File: src/rtl/full_adder_1bit.sv
// One-bit full adder: the carry-chain cell that adder_2bit uses twice.
// It takes a, b and carry-in ci and produces sum s and carry-out co.
module full_adder_1bit (
  input  logic a,
  input  logic b,
  input  logic ci,
  output logic s,
  output logic co
);

  logic p;
  logic g;

  // Propagate and generate terms. A carry leaves the cell when both inputs
  // are set, or when exactly one is set and a carry came in.
  assign p  = a ^ b;
  assign g  = a & b;
  assign s  = p ^ ci;
  assign co = g | (p & ci);

endmodule

File: src/rtl/adder_2bit.sv
// 2-bit ripple adder with carry-in. The sum is available combinationally and,
// when REG_OUT=1, also as a copy registered on clk with an asynchronous clear.
module adder_2bit #(
  parameter bit REG_OUT = 1'b1
) (
  input  logic clk,
  input  logic rst,
  input  logic A0,
  input  logic A1,
  input  logic B0,
  input  logic B1,
  input  logic Cin,
  output logic S0,
  output logic S1,
  output logic Cout,
  output logic S0_r,
  output logic S1_r,
  output logic Cout_r
);

  logic c1;

  full_adder_1bit u_bit0 (
    .a  (A0),
    .b  (B0),
    .ci (Cin),
    .s  (S0),
    .co (c1)
  );

  full_adder_1bit u_bit1 (
    .a  (A1),
    .b  (B1),
    .ci (c1),
    .s  (S1),
    .co (Cout)
  );

  // When the registered copy is enabled, rst clears it at once without
  // waiting for a clock edge. The combinational outputs ignore rst.
  generate
    if (REG_OUT) begin : g_reg
      always_ff @(posedge clk or posedge rst) begin
        if (rst) begin
          S0_r   <= 1'b0;
          S1_r   <= 1'b0;
          Cout_r <= 1'b0;
        end else begin
          S0_r   <= S0;
          S1_r   <= S1;
          Cout_r <= Cout;
        end
      end
    end else begin : g_comb
      assign S0_r   = S0;
      assign S1_r   = S1;
      assign Cout_r = Cout;
    end
  endgenerate

endmodule

File: config.mk
export PLATFORM = sky130hd
export DESIGN_NAME = adder_2bit
export DESIGN_NICKNAME = d
export VERILOG_FILES = /design/src/rtl/full_adder_1bit.sv /design/src/rtl/adder_2bit.sv
export SDC_FILE = /design/constraint.sdc
export NUM_CORES = 1
export LEC_CHECK = 0
export ABC_AREA = 1
export ABC_CLOCK_PERIOD_IN_PS = 2000
export BUFFER_PORTS_ARGS = -buffer_cell sky130_fd_sc_hd__buf_4
export CAP_MARGIN = 40
export CORE_AREA = 2 2 39 41
export DETAILED_ROUTE_END_ITERATION = 16
export DIE_AREA = 0 0 41 43
export HOLD_SLACK_MARGIN = 0.03
export PLACE_DENSITY = 0.34
export SYNTH_ARGS = -nofsm -noshare
export SYNTH_HDL_FRONTEND = slang
export SYNTH_SLANG_ARGS = --single-unit
File: constraint.sdc
create_clock -name clk -period 2 [get_ports clk]
set_clock_uncertainty 0.05 [all_clocks]
set_input_delay 0.3 -clock clk [delete_from_list [all_inputs] [get_ports clk]]
set_output_delay 0.3 -clock clk [all_outputs]
set_load 0.01 [all_outputs]
==> results.md, run 1 <==
- Mean routed wirelength per cell: 7.06 um
- HP Class: input port to register
- Crit path buf inv count: 4
- DR vias/cell: 2.77
- Syn-to-layout area delta: 98.3%
- IO buf count: 12
- Share of the synthesized area in the top cell type: 0.504
- Ports: 13
- Sequential share of the synthesized area: 0.504
- PwrDens: 802 nW/um^2
- Placed cells: 42
- Die area: 1760 sq um
- Status: completed
- Setup violations, final: 0
- Synthesized area per cell: 10.6 sq um
- Top Metal Used: met3
- Endpoints failing hold: 0
- Gr usage total: 0.0453
- Crit-path max FO: 2
- Met1 WL: 126 um
- Worst path depth: 6
- TritonCTS sink count: 3
- Worst Setup Start Kind: input port
- Die Width: 41 um
- Final Cycle Share: 0.935
- Worst Setup SP: A0
- Fin cells: 47
- Antenna diode count: 0
- Synth Cell Area: 149 sq um
- Worst endpoint required time: 1.65 ns
- Met3 WL: 72 um
- Hold slack final: 0.418 ns
- Count of pins over their slew limit: 0
- First-pass iteration count of the detailed router: 1
- Post-synthesis register bit count: 3
- Root Buffer: clkbuf_4
- Rel. slew slack: 0.926
- Post-CTS setup buffer count: 0
- H-tree depth: 1
- Total nets after synthesis: 23
- Share of cells above drive strength 1: 0.484
- Antenna Nets Post-Route: 0
- Starting density of the core: 0.108
- Max_cap viols: 0
- Largest net degree at the start of global routing: 4
- Hold_sp: Cin
- Vias in the first global route: 140
- WP data arrival: 1.52 ns
- Yosys warnings: 0
- RSZ-0062 raised after global routing: false
- Synth unique cells: 3
- Crit-path slowest cell: fa_1
- Leakage dissipation: 0.174 nW
- TNS Setup: 0 ns
- FP Rows: 14
- Clock slew at reported path FFs: 0.03 ns
- Synth Instances: 14
- Wire length on met2: 132 um
- Worst setup EP type: output pin
- Inserted Clock Buffers: 3
- Ranking of synthesized cells by area: dfrtp_1, fa_1, inv_1
- Tightest Pin Transition: 0.111 ns
- PostCTS Resize Cnt: 0
- Peak supply drop: 0.128 mV
- Fin crit period: 1.87 ns
- Antenna violations before repair: 0
- Remaining DRCs: 0
- Clock tree from TritonCTS: built
- RePlAce Congestion: 0.514
- Fin nets: 41
- Initial DRC count: 0
- Final wirelength: 332 um
- First-pass GRT wire length: 462 um
- Critical path class: input port to output pin
- Crit path capture: S1
- Synth area leader: dfrtp_1
- Worst path top cell family by delay: adder cells
- Die height: 43 um
- Core area: 1380 sq um
- Grt ovf: 0
- Max Freq: 535 MHz
- Crit path largest cell delay: 0.49 ns
- CP Cell Sequence: buf_4 > inv_1 > fa_1 > fa_1 > inv_1 > buf_4
- Max Root-Sink Buffers: 2
- Vias after detailed routing: 130
[metal layers]
layer	vias up	global-route usage
met3	0	0.0366
met5	-	0
li1	66	-
met1	53	0.0356
met2	11	0.0563
met4	0	0.0600
[logic make-up after synthesis]
logic type,synth area share
adders and majority gates,0.269
buffers and inverters,0.227
DFF,0.504
[sequential cells by signal, indices dropped and copies added, names as in the netlist]
name	count
Cout_r	1
S1_r	1
S0_r	1
[cells in the final DEF (no fill, tap or decap)]
| cell type | instances |
|---|---|
| buf_4 | 12 |
| clkbuf_1 | 1 |
| clkbuf_4 | 3 |
| dfrtp_1 | 3 |
| dlygate4sd3_1 | 1 |
| fa_1 | 2 |
| inv_1 | 9 |
[repair_timing]
item	CTS	global route
hold buffers	1	0
setup endpoints to repair	0	0
hold endpoints to repair	3	0
[worst min-delay path: stages]
cell and delay [ns]:
buf_4 0.11, inv_1 0.05, fa_1 0.15, inv_1 0.05
[where the power goes]
group          internal [mW]  total [mW]  switching, mW
Combinational         0.0342      0.0619         0.0276
Clock                 0.0746       0.103         0.0287
Sequential            0.0695      0.0717        0.00225
Total                  0.178       0.237         0.0585
[layout make-up]
class / count / area [sq um]
timing repair buffer: 13 / 100
multi-input combinational: 2 / 40.0
sequential: 3 / 75.1
tap: 16 / 20.0
fill: 156 / 1090
inverter: 9 / 33.8
clock buffer: 4 / 26.3
[cells in the mapped netlist (all sizes together)]
cell type  number
inv             9
fa              2
dfrtp           3
[worst min path at each step]
stage / end / slack (ns) / cells after the start
2_1_floorplan: Cout_r / 0.004 / 1
3_3_place_gp: S0_r / 0.12 / 2
3_5_place_dp: S0_r / 0.13 / 2
4_1_cts: S0_r / 0.41 / 4
5_1_grt: S0_r / 0.44 / 4
6_report: S0_r / 0.42 / 4
[through the flow]
stage	util	power [mW]	area, sq um	worst slack, ns
CTS	0.213	0.246	295	0.110
floorplan	-	0.0956	149	0.347
detailed placement	0.187	0.135	259	0.0996
global placement	0.187	0.134	259	0.114
global route	0.213	0.260	295	0.0818
finish	0.213	0.237	295	0.130
Note: power is estimated with default switching activity, not from simulation.
==> run 2, diff against run 1 <==
Settings changed: HOLD_SLACK_MARGIN 0.03 to 0.06, PLACE_DENSITY 0.34 to 0.31, SYNTH_HIERARCHICAL set to 1.
==> run 2 against run 1 <==
Synthesized cell count down 57%; largest power group unchanged; clock power about the same; total power down 0.38%; combinational power down 3%; critical endpoint unchanged; clock-buffer cell count unchanged; non-clock buffer count unchanged; first-iteration DRC count up 3; global-route usage up 0.62 points; via count down 18%; synthesized area down 20%; worst hold slack worse by 0.085 ns.
==> results.md, run 2 <==
- Status: completed
- IO buf count: 12 (unchanged)
- WP data arrival: 1.50 ns (-0.02 ns)
- Peak supply drop: 0.174 mV (+36%)
- Antenna violations before repair: 0 (unchanged)
- Top Metal Used: met3
- Antenna diode count: 0 (unchanged)
- PostCTS Resize Cnt: 0 (unchanged)
- Met1 WL: 136 um (+7.9%)
- Hold_sp: Cin
- Critical path class: input port to output pin
- Count of pins over their slew limit: 0 (unchanged)
- Yosys warnings: 6 (+6)
- Core area: 1380 sq um (unchanged)
- H-tree depth: 1 (unchanged)
- Crit-path max FO: 2 (unchanged)
- Synth Instances: 6 (-8)
- Antenna Nets Post-Route: 0 (unchanged)
- Share of cells above drive strength 1: 0.652 (+0.168)
- Largest registers: Cout_r x1, S0_r x1, S1_r x1
- Hold endpoint: S0_r
- Async SR Flop Fraction: 1.00 (unchanged)
- Fin cells: 39 (-17%)
- FP Rows: 14 (unchanged)
- Worst Setup Start Kind: input port
- Commonest cells in the netlist: dfrtp_1, fa_1, inv_1
- Max Root-Sink Buffers: 2 (unchanged)
- Storage element area: 75.1 sq um (unchanged)
- Wire length on met2: 136 um (+3.0%)
- Die area: 1760 sq um (unchanged)
- Endpoints failing hold: 0 (unchanged)
- Rel. slew slack: 0.930 (+0.00416)
- Synth Cell Area: 119 sq um (-20%)
- Starting density of the core: 0.0859 (-0.0217)
- Tightest Pin Transition: 0.104 ns (-0.00643 ns)
- Worst setup EP type: output pin
- Area occupied by multi-input gates: 40.0 sq um (unchanged)
- Setup violations, final: 0 (unchanged)
- Die height: 43 um (unchanged)
- Max Freq: 541 MHz (+1.1%)
- WHS Path Cells: 2 (-2)
- Fin crit period: 1.85 ns (-0.0210 ns)
- Top_reg_cell synth: dfrtp_1
- RSZ-0062 raised after global routing: false
- Remaining DRCs: 0 (unchanged)
- Initial DRC count: 3 (+3)
- DR vias/cell: 2.74 (-0.81%)
- Root Buffer: clkbuf_4
- Synthesized area per cell: 19.8 sq um (+86%)
- Post-synthesis register bit count: 3 (unchanged)
- Leakage dissipation: 0.132 nW (-24%)
- Worst path top cell family by delay: adder cells
- Grt ovf: 0 (unchanged)
- Final wirelength: 343 um (+3.3%)
- CP Cell Sequence: buf_4 > fa_1 > fa_1 > buf_4
- Clock tree from TritonCTS: built
- TNS Setup: 0 ns (unchanged)
- Ranking of synthesized cells by area: dfrtp_1, fa_1, inv_1
- Total power: 0.236 mW (-0.38%)
- TritonCTS sink count: 3 (unchanged)
- Most common cell after layout, fill and taps aside: buf_4
- Gr usage total: 0.0515 (+0.00624)
- Largest net degree at the start of global routing: 4 (unchanged)
- Clock slew at reported path FFs: 0.04 ns (about the same)
- Worst endpoint required time: 1.65 ns (about the same)
- Most frequent cells in the layout: buf_4, dfrtp_1, clkbuf_4
- Inserted Clock Buffers: 3 (unchanged)
- Share of the synthesized area in the top cell type: 0.632 (+0.127)
- Synth area leader: dfrtp_1
- Mean routed wirelength per cell: 8.79 um (+25%)
- RePlAce Congestion: 0.571 (+11%)
- Post-synth EDFFs: 0 (unchanged)
- Top-count cell post-synth: dfrtp_1
- Die Width: 41 um (unchanged)
- First-pass iteration count of the detailed router: 2 (+1)
- Sequential share of the synthesized area: 0.632 (+0.127)
- Ports: 13 (unchanged)
- Total nets after synthesis: 15 (-35%)
- Synth unique cells: 3 (unchanged)
- Placed cells: 34 (-19%)
- Syn-to-layout area delta: 123%
- Post-CTS setup buffer count: 0 (unchanged)
- Fin nets: 33 (-20%)
- First-pass GRT wire length: 476 um (+3.0%)
- Vias after detailed routing: 107 (-18%)
- PwrDens: 889 nW/um^2 (+11%)
- Crit path largest cell delay: 0.52 ns (+0.03 ns)
- Fillers: 152 (-2.6%)
- Met3 WL: 71 um (-1.4%)
- HP Class: input port to register
- Vias in the first global route: 119 (-15%)
- Crit-path slowest cell: fa_1
- Crit path buf inv count: 2 (-2)
- Max_cap viols: 0 (unchanged)
- Final Cycle Share: 0.925 (-0.0105)
==> run 2: kinds of logic (layout without fill, tap and decap cells) <==
kind of cell               after synthesis  after routing  share of synthesized area
DFF                                      3              3                      0.632
adders and majority gates                2              2                      0.337
buffers and inverters                    1             18                     0.0315
==> run 2: cell type report <==
class                           count  share of cell area
Sequential cell                     3               0.283
Multi-Input combinational cell      2               0.151
Timing Repair Buffer               13               0.377
Clock buffer                        4              0.0991
Tap cell                           16              0.0755
Inverter                            1              0.0142
==> run 2: worst max path at each step <==
stage               startpoint  endpoint  cells after the start  slack, ns
floorplan                   A0        S1                      2       0.38
CTS                         A0        S1                      4       0.15
detailed placement          A0        S1                      4       0.15
global placement            A0        S1                      4       0.18
global route                A0        S1                      4       0.12
finish                      A0        S1                      4       0.15
==> run 2: repair_timing <==
| item | CTS | global route |
|---|---|---|
| hold endpoints to repair | 3 | 0 |
| hold buffers | 1 | 0 |
| setup endpoints to repair | 0 | 0 |
==> run 2: power by group <==
part | total, mW | internal [mW] | switching [mW]
Combinational | 0.0602 | 0.0347 | 0.0256
Sequential | 0.0715 | 0.0694 | 0.00205
Clock | 0.104 | 0.0747 | 0.0295
Total | 0.236 | 0.179 | 0.0572
==> run 2: metal layers <==
layer  track usage  vias to the layer above
met1        0.0459                       43
met5             0                        -
li1              -                       51
met2        0.0500                       13
met4        0.0800                        0
met3        0.0471                        0
==> run 2: stage by stage <==
| step | area [sq um] | hold slack [ns] | utilization | setup WS (ns) |
|---|---|---|---|---|
| after floorplan | 119 | 0.00364 | - | 0.384 |
| after detailed placement | 229 | 0.126 | 0.165 | 0.153 |
| after global routing | 265 | 0.321 | 0.192 | 0.115 |
| final | 265 | 0.332 | 0.192 | 0.151 |
| after global placement | 229 | 0.128 | 0.165 | 0.185 |
| after CTS | 265 | 0.319 | 0.192 | 0.149 |
